==> src/rtl/interrupt_controller.sv <==
// rtl/interrupt_controller.sv - 3-source nested-priority interrupt controller
// Edge-latched requests, in-service nesting, one frozen offer to the CPU at a time.
module interrupt_controller #(
    parameter logic [31:0] VEC_BASE        = 32'h0000_0800,
    parameter int unsigned VEC_STRIDE_LOG2 = 7
) (
    input  logic        clk,
    input  logic        rst,
    input  logic [2:0]  int_req,
    input  logic [2:0]  int_mask,
    input  logic        ie,
    input  logic        int_ack,
    input  logic        eret,
    input  logic [2:0]  int_clr,
    output logic        int_pending,
    output logic [1:0]  int_id,
    output logic [31:0] int_vector,
    output logic [2:0]  in_service,
    output logic [2:0]  pend_latch
);

    typedef enum logic {
        IDLE  = 1'b0,
        OFFER = 1'b1
    } state_t;

    state_t      r_state;
    state_t      w_state_next;
    logic [2:0]  r_req_d;
    logic [2:0]  r_pend;
    logic [2:0]  r_in_service;
    logic [1:0]  r_int_id;
    logic [31:0] r_int_vector;

    logic [2:0]  w_rise;
    logic [2:0]  w_is_top;
    logic [2:0]  w_allowed;
    logic [2:0]  w_elig;
    logic        w_cand_valid;
    logic [1:0]  w_cand_id;
    logic [31:0] w_cand_vector;
    logic [2:0]  w_cur_onehot;
    logic        w_accept;
    logic        w_withdraw;
    logic        w_load;
    logic [2:0]  w_ack_set;
    logic [2:0]  w_eret_clr;
    logic [2:0]  w_pend_next;
    logic [2:0]  w_is_next;

    assign w_rise = int_req & ~r_req_d;

    // Only sources strictly above the highest in-service level may preempt.
    always_comb begin
        w_is_top  = 3'b000;
        w_allowed = 3'b111;
        if (r_in_service[2]) begin
            w_is_top  = 3'b100;
            w_allowed = 3'b000;
        end else if (r_in_service[1]) begin
            w_is_top  = 3'b010;
            w_allowed = 3'b100;
        end else if (r_in_service[0]) begin
            w_is_top  = 3'b001;
            w_allowed = 3'b110;
        end
    end

    assign w_elig        = r_pend & int_mask & w_allowed;
    assign w_cand_valid  = |w_elig;
    assign w_cand_id     = w_elig[2] ? 2'd2 : (w_elig[1] ? 2'd1 : 2'd0);
    assign w_cand_vector = VEC_BASE + ({30'd0, w_cand_id} << VEC_STRIDE_LOG2);

    assign w_cur_onehot = 3'b001 << r_int_id;
    assign w_accept     = (r_state == OFFER) && int_ack;
    assign w_withdraw   = (r_state == OFFER) && !int_ack &&
                          (!ie || !int_mask[r_int_id] || !r_pend[r_int_id]);

    always_comb begin
        w_state_next = r_state;
        w_load       = 1'b0;
        case (r_state)
            IDLE: begin
                if (ie && w_cand_valid) begin
                    w_state_next = OFFER;
                    w_load       = 1'b1;
                end
            end
            OFFER: begin
                if (w_accept || w_withdraw) begin
                    w_state_next = IDLE;
                end
            end
            default: w_state_next = IDLE;
        endcase
    end

    // eret retires the current level before an ack in the same cycle nests a new one.
    assign w_ack_set   = w_accept ? w_cur_onehot : 3'b000;
    assign w_eret_clr  = eret ? w_is_top : 3'b000;
    assign w_is_next   = (r_in_service & ~w_eret_clr) | w_ack_set;
    assign w_pend_next = (r_pend & ~int_clr & ~w_ack_set) | w_rise;

    always_ff @(posedge clk or posedge rst) begin
        if (rst) begin
            r_state <= IDLE;
        end else begin
            r_state <= w_state_next;
        end
    end

    always_ff @(posedge clk or posedge rst) begin
        if (rst) begin
            r_req_d      <= 3'b000;
            r_pend       <= 3'b000;
            r_in_service <= 3'b000;
            r_int_id     <= 2'd0;
            r_int_vector <= VEC_BASE;
        end else begin
            r_req_d      <= int_req;
            r_pend       <= w_pend_next;
            r_in_service <= w_is_next;
            if (w_load) begin
                r_int_id     <= w_cand_id;
                r_int_vector <= w_cand_vector;
            end
        end
    end

    assign int_pending = (r_state == OFFER);
    assign int_id      = r_int_id;
    assign int_vector  = r_int_vector;
    assign in_service  = r_in_service;
    assign pend_latch  = r_pend;

endmodule

==> config.mk <==
export PLATFORM = sky130hd
export DESIGN_NAME = interrupt_controller
export DESIGN_NICKNAME = d
export VERILOG_FILES = /design/src/rtl/interrupt_controller.sv
export SDC_FILE = /design/constraint.sdc
export NUM_CORES = 1
export LEC_CHECK = 0
export BUFFER_PORTS_ARGS = -buffer_cell sky130_fd_sc_hd__buf_4
export CAP_MARGIN = 40
export CORE_AREA = 2 2 50 52
export CTS_CLUSTER_DIAMETER = 60
export CTS_CLUSTER_SIZE = 10
export DETAILED_ROUTE_END_ITERATION = 7
export DIE_AREA = 0 0 52 54
export PLACE_DENSITY_LB_ADDON = 0.2
export SLEW_MARGIN = 30
export SYNTH_ARGS = -nofsm -noshare
export SYNTH_HDL_FRONTEND = slang
export SYNTH_SLANG_ARGS = --single-unit
==> constraint.sdc <==
create_clock -name clk -period 2.34 [get_ports clk]
set_clock_uncertainty 0.15 [all_clocks]
set_input_delay 0.468 -clock clk [delete_from_list [all_inputs] [get_ports clk]]
set_output_delay 0.468 -clock clk [all_outputs]
set_load 0.1 [all_outputs]
# Yosys cells after proc, flatten, opt, wreduce, memory -nomap -nowiden
# Index checks and enable logic that the tools add are counted.
# totals
reg_bits,44
in_bits,14
wordCells,52
output_inout_bits,41
# op_classes
bitwise_logic,13
n_reduce_logical,12
n_lt_le_gt_ge,1
n_shift,1
n_mux,18
addsub,1
# op_table
cell,count
$and A3 B3 Y3,6
$mux W3,5
$add A12 B9 Y13 const A,1
$not A3 Y3,4
$mux W1,8
$or A3 B3 Y3,2
$bmux W1 S2,2
$logic_and A1 B1 Y1,4
$logic_not A1 Y1,4
$mux W2,2
$logic_or A1 B1 Y1,3
$lt A2 B3 Y1 const B,1
$reduce_or A3 Y1,1
$shl A1 B2 Y3 const A,1
$pmux W1 S2,1
$not A1 Y1,1

# Logic depth before layout (Yosys ltp)
# logic_depth
word_depth,9
ltp_mapped,4

# Worst setup path before layout
# No wires, ideal clock.
# synth_timing
kind,reg-to-output
start,"reg r_int_vector[8], in the netlist int_vector[8]"
end,out int_vector[8]
path_stages_with_launch,2
arrival_ns,1.415
n_path_buf,1
setup_slack_ns,0.307
cell_sequence,dfrtp_1 > buf_4
# synth_lines
item,line_no,source
"start, declared",33,logic [31:0] r_int_vector;
"start signal, assigned",125,r_int_vector <= w_cand_vector;
"end, declared",17,"output logic [31:0] int_vector,"
# No word-level cell between the ends.

# Worst setup path in the final report
# layout_timing
start,"reg r_int_vector[7], in the netlist int_vector[7]"
end,out int_vector[7]
# No word-level cell between the ends.

==> metrics.md <==
| Metric | Value |
|---|---|
| Status | `finished, final reports clean` |
| Clk Tree Root Cell | `sky130_fd_sc_hd__clkbuf_4` |
| Startpoint of the worst setup timing path | `int_vector[7]` |
| Portion of the clock cycle consumed by the worst path in the final layout | `73.0%` |
| Max rail drop VDD | `0.000404 V` |
| Area of the die | `2810 µm²` |
| Maximum number of buffers from clock root to sink | `2` |
| Switching power as a share of total power | `62.9%` |
| Cts repair resizes | `0` |
| Maximum number of pins on one net before global-route repair | `13` |
| Tightest Hold Check Type | `primary input to async pin` |
| Gate family responsible for the most delay along the worst path | `flip-flops` |
| Mean post-synth cell area | `8.98 µm²` |
| Num Clock Sinks | `12` |
| Part of the power in combinational logic | `62.8%` |
| Final #Nets | `124` |
| Yosys warns | `0` |
| Capturing element type of the critical path | `output pin` |
| Clock-pin transition on the worst setup and hold timing paths | `0.07 ns` |
| Combined buffer and inverter count along the critical path | `1` |
| Post-synthesis sequential element count | `12` |
| Final Wtd Congestion | `0.694` |
| Number of diodes | `0` |
| Cell-by-cell listing of the critical path | `buf_4` |
| Hold Worst Slack | `0.0541 ns` |
| Area of the mapped netlist | `763 µm²` |
| Area contributors post-synth | `sky130_fd_sc_hd__dfrtp_1, sky130_fd_sc_hd__buf_4, sky130_fd_sc_hd__inv_1` |
| Final critical delay including setup and external delays | `1.71 ns` |
| Die Span X | `52 µm` |
| Count of unique library cells instantiated by Yosys | `20` |
| Area leader, netlist | `sky130_fd_sc_hd__dfrtp_1` |
| Proportion of power drawn by flip-flops and latches | `25.8%` |
| Clock Power Share | `11.4%` |
| ANT nets after route | `0` |
| Internal Power | `399 µW` |
| Switching pwr | `678 µW` |
| Aggregate global-route resource usage | `9.89%` |
| First-pass iteration count of the detailed router | `4` |
| Clock tree from TritonCTS | `done` |
| Setup repair after global routing missed its margin | `false` |
| Routed wire length | `1340 µm` |
| First-pass GRT wire length | `1990 µm` |
| Number of cells on the worst reg-to-reg path | `4` |
| RR Startpoint | `in_service[0]` |
| Arrival time at the worst endpoint | `1.09 ns` |
| Most frequent cells in the layout | `sky130_fd_sc_hd__conb_1, sky130_fd_sc_hd__buf_4, sky130_fd_sc_hd__dfrtp_1, sky130_fd_sc_hd__inv_1, sky130_fd_sc_hd__nand2_1` |
| Power per cell area | `1240 nW/µm²` |
| Core Area | `2320 µm²` |
| Seq/Total Area, Yosys | `39.3%` |
| P_leak | `0.000485 µW` |
| Total half-perimeter wirelength after legalization and detailed placement | `1090 µm` |
| Clock insertion delay at the later pin of the skew report | `0.27 ns` |
| Post-placement cell count | `135` |
| Number of top-level design ports | `55` |
| Proportion of netlist area held by the largest area contributor | `39.3%` |
| Commonest non-fill, non-tap cell in the layout | `sky130_fd_sc_hd__conb_1` |
| Final hold viol count | `0` |
| Final-layout setup total negative slack | `0 ns` |
| Number of slew-limit violations in the final report | `0` |
| Post-CTS Setup Inserts | `0` |
| Share of final-layout standard cells stronger than drive strength 1 | `25.0%` |
| Slowest-stage cell, CP | `sky130_fd_sc_hd__dfrtp_1` |
| Placed instance area | `846 µm²` |
| Number of I/O port buffers | `24` |
| Type of the worst setup path | `flip-flop to output pin` |
| Post-detailed-route via-to-cell ratio | `3.95` |
| Gate Count Post-Synth | `85` |
| Antenna violations before repair | `0` |
| Number of global-route vias before repair | `444` |
| Site Rows | `18` |
| Max Clock Freq | `586 MHz` |
| Area Overhead vs Synth | `13.8%` |
| Violation count after the first detailed-routing iteration | `10` |
| Number of maximum-capacitance constraint violations | `0` |
| Total of hold buffers inserted after clock tree synthesis | `0` |
| Data required, critical path | `1.72 ns` |
| Worst-path maximum fanout | `8` |
| Height of the die | `54 µm` |
| Average wire length per cell after detail routing | `9.70 µm` |
| Detailed-route DRC error count | `0` |
| Final global-route overflow total | `0` |
| Worst reg2reg setup slack | `0.91 ns` |
| Non-filler instance count after layout | `138` |
| Worst stage delay on the critical path | `0.48 ns` |
| Number of buffers inserted during clock tree synthesis | `3` |
| Setup violators final | `0` |
| CTS H-tree depth | `1` |
| Worst R2R End | `int_vector[7]` |
| Post-route cell area | `868 µm²` |
| Via count of the routed design | `545` |
| Initial standard-cell utilization of the core | `32.9%` |
| CP startpoint kind | `flip-flop` |
==> layer usage <==
| metal | GRT usage [%] | vias up | wire [µm] |
|---|---|---|---|
| met3 | 2.50 | 4 | 168 |
| li1 | - | 261 | - |
| met1 | 12.6 | 238 | 591 |
| met4 | 6.58 | 0 | 22 |
| met2 | 14.8 | 42 | 555 |
| met5 | 0 | - | 0 |
==> power by group through the flow <==
stage | clock network, µW | logic [µW] | registers (µW)
finish | 123 | 676 | 278
global route | 135 | 699 | 285
CTS | 128 | 678 | 278
detailed placement | 0 | 677 | 282
global placement | 0 | 675 | 282
floorplan | 0 | 433 | 476
==> kinds of logic (layout without fill, tap and decap cells) <==
logic type      Yosys count  after routing  share of synthesized area, %
flops                    12             12                          39.3
compound gates           15             15                          13.6
buf+inv                  41             36                          35.9
other cells               2             30                         0.984
simple gates             15             15                          10.2
==> registers in the layout, summed over array words and instances, names as in the netlist <==
signal,cells
int_vector,2
pend_latch,3
r_req_d,3
int_pending,1
in_service,3
==> Yosys cell counts <==
| cell type | instances |
|---|---|
| sky130_fd_sc_hd__nor3b_1 | 1 |
| sky130_fd_sc_hd__buf_4 | 32 |
| sky130_fd_sc_hd__a31oi_1 | 1 |
| sky130_fd_sc_hd__nand3b_1 | 1 |
| sky130_fd_sc_hd__a21o_1 | 3 |
| sky130_fd_sc_hd__dfrtp_1 | 12 |
| sky130_fd_sc_hd__nor2b_1 | 1 |
| sky130_fd_sc_hd__nor2_1 | 1 |
| sky130_fd_sc_hd__o21ai_0 | 3 |
| sky130_fd_sc_hd__conb_1 | 2 |
| sky130_fd_sc_hd__inv_1 | 9 |
| sky130_fd_sc_hd__nand2_1 | 5 |
| sky130_fd_sc_hd__o32ai_1 | 2 |
| sky130_fd_sc_hd__nand2b_1 | 3 |
| sky130_fd_sc_hd__o31ai_1 | 1 |
| sky130_fd_sc_hd__a211oi_1 | 1 |
| sky130_fd_sc_hd__nor3_1 | 2 |
| sky130_fd_sc_hd__nand3_1 | 1 |
| sky130_fd_sc_hd__a22o_1 | 1 |
| sky130_fd_sc_hd__o22ai_1 | 3 |
==> worst max path at each step <==
stage,to,slack (ns),cells after the start
finish,int_vector[7],0.63,1
global route,int_vector[8],0.57,1
CTS,int_vector[8],0.62,1
detailed placement,int_vector[7],0.84,5
global placement,int_vector[7],0.85,5
floorplan,int_vector[8],0.31,1
==> layout make-up <==
type                            instances  area (µm²)
Clock buffer                            3        22.5
Fill cell                             247        1450
Inverter                                9        33.8
Multi-Input combinational cell         60         294
Sequential cell                        12         300
Tap cell                               30        37.5
Timing Repair Buffer                   24         180
==> per-stage QoR <==
step	util (%)	total power, µW	worst slack, ns
2_1_floorplan	-	909	0.307
3_3_place_gp	36.5	957	0.852
3_5_place_dp	36.5	959	0.845
4_1_cts	37.4	1080	0.624
5_1_grt	37.4	1120	0.572
6_report	37.4	1080	0.633
Power figures use the tool's default switching activity.
